### config.mk
export PLATFORM = sky130hd
export DESIGN_NAME = floppy_track_stream
export DESIGN_NICKNAME = d
export VERILOG_FILES = /design/src/rtl/floppy_track_stream.sv
export SDC_FILE = /design/constraint.sdc
export NUM_CORES = 1
export LEC_CHECK = 0
export ABC_AREA = 0
export BUFFER_PORTS_ARGS = -buffer_cell sky130_fd_sc_hd__buf_2
export CELL_PAD_IN_SITES_DETAIL_PLACEMENT = 0
export CELL_PAD_IN_SITES_GLOBAL_PLACEMENT = 1
export CORE_MARGIN = 10
export CORE_UTILIZATION = 40
export CTS_BUF_LIST = sky130_fd_sc_hd__clkbuf_16
export DETAILED_ROUTE_END_ITERATION = 16
export HOLD_SLACK_MARGIN = 0.05
export PLACE_DENSITY = 0.82
export SLEW_MARGIN = 30
export SYNTH_ARGS = -nofsm -noshare
export SYNTH_HDL_FRONTEND = slang
export SYNTH_SLANG_ARGS = --single-unit
### constraint.sdc
create_clock -name clk -period 2.7 [get_ports clk]
set_clock_uncertainty 0.2 [all_clocks]
set_input_delay 0.54 -clock clk [delete_from_list [all_inputs] [get_ports clk]]
set_output_delay 0.54 -clock clk [all_outputs]
set_load 0.02 [all_outputs]
### src/rtl/floppy_track_stream.sv
// floppy_track_stream: turns drive byte strobes and sector-window flags into
// the byte stream the FDC sees under the head (gap fill, ID field, sector data
// read from the buffer RAM, CRC-16). Every byte appears exactly 2 clk after
// the strobe that produced it.
// Optional FM recording support is enabled by defining FLOPPY_STREAM_FM_EN,
// which adds the fm input (FM presets and FF gap fill when fm=1).
module floppy_track_stream #(
    parameter logic [7:0]  GAP_BYTE = 8'h4E,
    parameter int unsigned ADDR_W   = 11
) (
    input  logic              clk,
    input  logic              reset,
    input  logic              dclk_en,
    input  logic              ready,
    input  logic              sector_hdr,
    input  logic              sector_data,
    input  logic [6:0]        track,
    input  logic [4:0]        sector,
    input  logic              side,
    input  logic [1:0]        size_code,
`ifdef FLOPPY_STREAM_FM_EN
    input  logic              fm,
`endif
    output logic [ADDR_W-1:0] buf_addr,
    output logic              buf_rd,
    input  logic [7:0]        buf_data,
    output logic [7:0]        byte_out,
    output logic              byte_valid,
    output logic [1:0]        byte_kind
);

    // Buffer read: buf_rd is a single-cycle request with no backpressure;
    // buf_data is taken exactly one clock later, no handshake back.

    typedef enum logic [2:0] {
        ST_IDLE, ST_GAP, ST_HDR, ST_DATA, ST_CRC1, ST_CRC2
    } state_t;

    localparam logic [1:0] K_GAP  = 2'd0;
    localparam logic [1:0] K_ID   = 2'd1;
    localparam logic [1:0] K_DATA = 2'd2;
    localparam logic [1:0] K_CRC  = 2'd3;

    function automatic logic [15:0] crc_update(input logic [15:0] crc_in,
                                               input logic [7:0]  data);
        logic [15:0] c;
        c = crc_in ^ {data, 8'h00};
        for (int i = 0; i < 8; i++) begin
            c = c[15] ? ((c << 1) ^ 16'h1021) : (c << 1);
        end
        return c;
    endfunction

    logic              fm_mode;
    logic [15:0]       id_preset, data_preset;
    logic [7:0]        gap_fill;

`ifdef FLOPPY_STREAM_FM_EN
    assign fm_mode = fm;
`else
    assign fm_mode = 1'b0;
`endif

    assign id_preset   = fm_mode ? 16'hEF21 : 16'hB230;
    assign data_preset = fm_mode ? 16'hBF84 : 16'hE295;
    assign gap_fill    = fm_mode ? 8'hFF : GAP_BYTE;

    state_t            state_q, state_d;
    logic [ADDR_W-1:0] idx_q, idx_d;
    logic [15:0]       crc_q, crc_d;
    // stage 1: byte chosen at the strobe, resolved one clock later
    logic              pend_valid_q, pend_valid_d;
    logic [1:0]        pend_kind_q, pend_kind_d;
    logic [7:0]        pend_byte_q, pend_byte_d;
    logic              pend_buf_q, pend_buf_d;
    logic              pend_crc_q, pend_crc_d;
    // stage 2: registered stream outputs
    logic              out_valid_q, out_valid_d;
    logic [7:0]        out_byte_q, out_byte_d;
    logic [1:0]        out_kind_q, out_kind_d;
    logic              rd_req;
    logic [ADDR_W-1:0] rd_addr;
    logic [7:0]        stage_byte;
    logic              as_gap;

    // Next-state, byte selection and CRC bookkeeping for both pipeline stages
    always_comb begin
        state_d      = state_q;
        idx_d        = idx_q;
        crc_d        = crc_q;
        pend_valid_d = 1'b0;
        pend_kind_d  = pend_kind_q;
        pend_byte_d  = pend_byte_q;
        pend_buf_d   = 1'b0;
        pend_crc_d   = 1'b0;
        out_valid_d  = 1'b0;
        out_byte_d   = out_byte_q;
        out_kind_d   = out_kind_q;
        rd_req       = 1'b0;
        rd_addr      = idx_q;
        stage_byte   = pend_buf_q ? buf_data : pend_byte_q;
        // a dropped ID window is handled exactly like a gap strobe
        as_gap       = (state_q == ST_GAP) || (state_q == ST_CRC2) ||
                       ((state_q == ST_HDR) && !sector_hdr);

        // stage 1 -> stage 2: resolve the byte, fold ID/data bytes into CRC
        if (pend_valid_q) begin
            out_valid_d = 1'b1;
            out_byte_d  = stage_byte;
            out_kind_d  = pend_kind_q;
            if (pend_crc_q) begin
                crc_d = crc_update(crc_q, stage_byte);
            end
        end

        if (dclk_en) begin
            pend_valid_d = 1'b1;
            if (state_q == ST_IDLE) begin
                pend_valid_d = 1'b0;
                state_d      = ST_GAP;
                idx_d        = '0;
            end else if (as_gap) begin
                if (sector_hdr) begin
                    state_d     = ST_HDR;
                    idx_d       = ADDR_W'(1);
                    crc_d       = id_preset;
                    pend_kind_d = K_ID;
                    pend_byte_d = {1'b0, track};
                    pend_crc_d  = 1'b1;
                end else if (sector_data) begin
                    state_d     = ST_DATA;
                    idx_d       = ADDR_W'(1);
                    crc_d       = data_preset;
                    rd_req      = 1'b1;
                    rd_addr     = '0;
                    pend_kind_d = K_DATA;
                    pend_buf_d  = 1'b1;
                    pend_crc_d  = 1'b1;
                end else begin
                    state_d     = ST_GAP;
                    idx_d       = '0;
                    pend_kind_d = K_GAP;
                    pend_byte_d = gap_fill;
                end
            end else if (state_q == ST_HDR) begin
                idx_d       = idx_q + ADDR_W'(1);
                pend_kind_d = K_ID;
                pend_crc_d  = 1'b1;
                case (idx_q[2:0])
                    3'd1:    pend_byte_d = {7'b0, side};
                    3'd2:    pend_byte_d = {3'b0, sector};
                    3'd3:    pend_byte_d = {6'b0, size_code};
                    3'd4: begin
                        pend_byte_d = crc_q[15:8];
                        pend_kind_d = K_CRC;
                        pend_crc_d  = 1'b0;
                    end
                    default: begin
                        pend_byte_d = crc_q[7:0];
                        pend_kind_d = K_CRC;
                        pend_crc_d  = 1'b0;
                        state_d     = ST_GAP;
                        idx_d       = '0;
                    end
                endcase
            end else if (state_q == ST_DATA) begin
                if (sector_data) begin
                    rd_req      = 1'b1;
                    idx_d       = idx_q + ADDR_W'(1);
                    pend_kind_d = K_DATA;
                    pend_buf_d  = 1'b1;
                    pend_crc_d  = 1'b1;
                end else begin
                    state_d     = ST_CRC1;
                    idx_d       = '0;
                    pend_kind_d = K_CRC;
                    pend_byte_d = crc_q[15:8];
                end
            end else begin
                // ST_CRC1: low CRC byte is always sent, whatever the flags say
                state_d     = ST_CRC2;
                pend_kind_d = K_CRC;
                pend_byte_d = crc_q[7:0];
            end
        end

        // losing the drive aborts everything, strobe or not
        if (!ready) begin
            state_d      = ST_IDLE;
            idx_d        = '0;
            crc_d        = 16'hFFFF;
            pend_valid_d = 1'b0;
            out_valid_d  = 1'b0;
            rd_req       = 1'b0;
        end
    end

    // State, counters, CRC and both pipeline stages
    always_ff @(posedge clk) begin
        if (reset) begin
            state_q      <= ST_IDLE;
            idx_q        <= '0;
            crc_q        <= 16'hFFFF;
            pend_valid_q <= 1'b0;
            pend_kind_q  <= 2'd0;
            pend_byte_q  <= 8'd0;
            pend_buf_q   <= 1'b0;
            pend_crc_q   <= 1'b0;
            out_valid_q  <= 1'b0;
            out_byte_q   <= 8'd0;
            out_kind_q   <= 2'd0;
        end else begin
            state_q      <= state_d;
            idx_q        <= idx_d;
            crc_q        <= crc_d;
            pend_valid_q <= pend_valid_d;
            pend_kind_q  <= pend_kind_d;
            pend_byte_q  <= pend_byte_d;
            pend_buf_q   <= pend_buf_d;
            pend_crc_q   <= pend_crc_d;
            out_valid_q  <= out_valid_d;
            out_byte_q   <= out_byte_d;
            out_kind_q   <= out_kind_d;
        end
    end

    assign buf_rd     = rd_req & ~reset;
    assign buf_addr   = reset ? '0 : rd_addr;
    assign byte_out   = out_byte_q;
    assign byte_valid = out_valid_q;
    assign byte_kind  = out_kind_q;

endmodule

# Yosys cells after proc, flatten, opt, wreduce, memory -nomap -nowiden
# Index checks and enable logic that the tools add are counted.
# classes
bitwise	14
add_sub_neg	1
mux	66
multipliers	0
n_eq_ne	12
n_reduce_logical	15
order_cmp	0
shift	0
div	0
# ops
cell	count
$mux 11	12
$mux 16	7
$mux 13	8
$mux 8	7
$pmux 8 s4	1
$not 3->3	8
$mux 3	6
$mux 1	17
$mux 2	8
$xor 16x16->16	1
$eq 3x2->1 const B	4
$add 11x1->11 const B	1
$reduce_or 3->1	3
$ne 4x4->1 const B	2
$eq 3x1->1 const B	2
$eq 3x3->1 const B	2
$ne 5x5->1 const B	1
$not 1->1	4
$reduce_and 2->1	2
$reduce_and 4->1	1
$reduce_bool 4->1	1
$reduce_or 4->1	1
$logic_not 3->1	1
$ne 3x3->1 const B	1
6 further kinds	7
# word_totals
reg_bits	54
output_inout_bits	23
mem_bits_ro	0
input_bits	29
latchBits	0
ram_bits	0
word_cells	119
mem_count	0

# Depth between registers and ports, before layout
# depth
ltp_word	25
depth_mapped	9
depth_no_buf	7

# Least setup slack after synthesis
# Ideal clock, no wire load.
# synth_path
path_kind	reg2out
start	reg state_q[0]
end	out buf_addr[0]
n_path_buf	3
stages_incl_launch_ff	8
required_ns	1.960
path_slack_ns	0.360
t_arrival_ns	1.600
path_cell_list	dfxtp_1 > buf_2 > o31ai_1 > buf_2 > nor2_1 > a21oi_1 > clkbuf_1 > and2_1
# synth_between
elab_chain_cells	7
elab_cells_between_ends	11
classes_between	3 x eq/ne; 4 x mux; 4 x reduce/logical
# synth_lines
element	line	text
start, declared	68	state_t state_q, state_d;
start signal, assigned	213	state_q <= state_d;
$eq 3x1->1, or another cell as far along	103	as_gap = (state_q == ST_GAP) || (state_q == ST_CRC2) ||
$logic_or 1x1->1 or $logic_and 1x1->1 (tied branches)	103, 104	
$logic_or 1x1->1	103	
$mux 11	122	end else if (as_gap) begin
$mux 11 (*)	118	if (state_q == ST_IDLE) begin
$mux 11 (*)	116	if (dclk_en) begin
$mux 11 (*)	228	assign buf_addr = reset ? '0 : rd_addr;
end, declared	24	output logic [ADDR_W-1:0] buf_addr,
# Mark *: on every way between the ends. The rest lies on a longest branch, timed or not.

# Worst setup path after layout
# layout_path
start	reg idx_q[1]
end	reg pend_byte_q[7]
# layout_between
elab_chain_cells	4
elab_cells_between_ends	7
classes_between	4 x eq/ne; 3 x mux
# layout_lines
element	line	text
start, declared	69	logic [ADDR_W-1:0] idx_q, idx_d;
start signal, assigned	214	idx_q <= idx_d;
$eq 3x3->1, or another cell as far along	149	case (idx_q[2:0])
$pmux 8 s4 (*)	149	
$mux 8 (*)	145	end else if (state_q == ST_HDR) begin
$mux 8 (*)	122	
end signal, assigned	218	pend_byte_q <= pend_byte_d;
end, declared	74	logic [7:0] pend_byte_q, pend_byte_d;
# Marks and branches as above.
# A chain may end at the register's enable or synchronous reset.

==> flow_summary.toml <==
[power_and_ir_drop]
power.total_mw = 1.68
switching_share_pct = 26.3
vdd_drop_max_uv = 267
clkPwrFrac_pct = 38.9
p_per_area_nw_per_um2 = 445
combPwrFrac_pct = 12.3
p_leak_nw = 1.51
internal-power_mw = 1.24
p_seq_share_pct = 48.8
switching_power_uw = 442

[worst_hold_path]
hold_path_class = "reg2reg"

[setup_path]
crit_fanout = 9
cp.required_ps = 2730
reg2reg_slack_ps = 170
critPathKind = "reg2reg"
startpoint_type = "flop"
critPathCaptureType = "flop"
cp.arrival_ps = 2560

[drt]
dr.first_iter.drc_count = 252
vias_per_cell = 5.56
firstDrtPassIters = 5
antenna_left = 0
routed_wl_um = 9560
via_count = 3043
drc_errors = 0
wl_per_cell_um = 17.5

[final_layout]
stdcell_count = 547
final_common_cell = "dfxtp_1"
fill_cells = 779
drive_gt1_share_pct = 19.8
final_nets = 478
final_cell_mix = "dfxtp_1 (53), buf_2 (51), nor2_1 (40)"
area_delta_synth_final_pct = 17.9
utilization_pct = 48.7
diodes = 0

[global_route]
antenna_found_initial = 0
grt_use_total_pct = 16.2
grt_pass1_wl_um = 15400
grt_overflow = 0
grt_max_degree = 26
grt_pass1_vias = 2982

[place]
gp_congestion = 0.876
hpwl_um = 7360
numPortBuffers = 51
dp.cells = 539

[clocking]
numCtsBuffers = 5
cts_buffer_depth = 2
cts_tree = "yes"
post-cts-setup-buffers = 0
htree_levels = 2
clk_latency_ps = 290
root_buffer = "clkbuf_16"
clkTransAtPathRegs_ps = 70
cts.sinks = 54

[timing]
final.setup.tns_ps = 0
max_freq_mhz = 395
holdWs_ps = 277
slew_violations = 0
fin_crit_sh_pct = 93.7
maxSlewHeadroom_pct = 62.0
rsz0062_at_grt = "false"
worst_pin_slew_ps = 567
fin_crit_ps = 2530
setup_viol = 0
timing.final.hold_violations = 0

[yosys]
synth_top_cell_by_area = "dfxtp_1"
yosysSeqAreaShare_pct = 33.7
synth.area.top_cells = "dfxtp_1 (34%), xnor2_1 (5.5%), mux2i_1 (5.0%)"
synth_area_per_cell_sq_um = 8.24
async_flop_share_pct = 0
ys_warn_count = 0
ys.flop_type = "dfxtp_1"
synth-edff-count = 0
syn-cell-area_sq_um = 3210
ys_types = 57
synth_top_area_share_pct = 33.7
syn_inst = 390
synthesis.nets = 424
ys_ff_latch = 54

[floorplanning]
fp.dieW_um = 110
rows = 32
ios = 52
die_area_sq_um = 12000
fp.dieH_um = 110
core_sq_um = 7770
initial_core_util_pct = 41.3

[run]
drv_cap = 0

[status]
outcome = "complete, no violations"
-- final cells by class --
cell class | count | area, sq um | area share (%)
timing repair buffer | 74 | 428 | 11.3
tap | 102 | 128 | 3.37
clock inverter | 3 | 20.0 | 0.529
multi-input combinational | 301 | 1970 | 52.1
inverter | 8 | 30.0 | 0.793
clock buffer | 5 | 125 | 3.30
sequential | 54 | 1080 | 28.6
-- synth_stat cells, types with 7 or more instances --
cell	instances
dfxtp_1	54
nor2_1	40
nand2_1	36
xnor2_1	20
a21oi_1	17
and2_1	16
mux2i_1	16
o21ai_0	16
clkbuf_1	12
a211oi_1	10
nand3_1	10
nor3_1	10
inv_1	8
xor2_1	8
a31oi_1	7
nor2b_1	7
o211ai_1	7
-- per-layer routing --
metal / GRT usage [%] / up-vias / wire length, um
met3: 3.57 / 11 / 698
met1: 21.6 / 1407 / 4250
met4: 4.65 / 0 / 135
li1: - / 1511 / -
met2: 25.6 / 114 / 4470
met5: 0 / - / 0
-- flip-flops by register name, summed over array words and instances, names as in the netlist --
name	cells
pend_crc_q	1
pend_buf_q	1
state_q	3
byte_valid	1
idx_q	11
byte_out	8
crc_q	16
pend_byte_q	8
byte_kind	2
pend_valid_q	1
pend_kind_q	2
-- per-stage QoR --
step / area, sq um / setup slack, ps
6_report: 3790 / 170
5_1_grt: 3790 / 0.140
4_1_cts: 3770 / 5.32
3_5_place_dp: 3630 / 17.0
3_3_place_gp: 3630 / 69.2
2_1_floorplan: 3210 / 360
-- worst max-delay path, stage by stage (launching register included) --
cell	delay, ps
dfxtp_1	450
inv_1	100
ha_1	220
nor3_1	320
o21a_1	380
a221oi_1	150
or4_1	510
a21oi_1	140
-- power by group through the flow --
stage               clock network [mW]  logic, mW  registers, mW
floorplan                            0      0.130          0.839
global route                     0.695      0.226          0.824
detailed placement                   0      0.203          0.840
CTS                              0.664      0.204          0.821
finish                           0.656      0.207          0.822
global placement                     0      0.202          0.840
-- repair_timing --
item | CTS | global route
setup endpoints to repair | 0 | 17
gates resized for setup | 0 | 4
hold buffers | 0 | 0
-- worst paths after layout --
kind	start	endpoint	depth (start not counted)
setup / recovery	idx_q[1]	pend_byte_q[7]	7
hold reg to reg	pend_byte_q[7]	pend_byte_q[7]	2
setup reg to reg	idx_q[1]	pend_byte_q[7]	7
hold / removal	pend_byte_q[7]	pend_byte_q[7]	2
-- cells by family (layout without fill, tap and decap cells) --
family | Yosys count | in the layout | share of synthesized area (%)
fa+ha+maj | 5 | 5 | 1.95
buf+inv | 35 | 90 | 5.26
flops | 54 | 54 | 33.7
xor+xnor | 29 | 29 | 8.14
simple gates | 149 | 149 | 23.2
compound gates | 101 | 101 | 22.4
mux | 17 | 17 | 5.34
No activity file was read; power rests on OpenSTA's default activity.
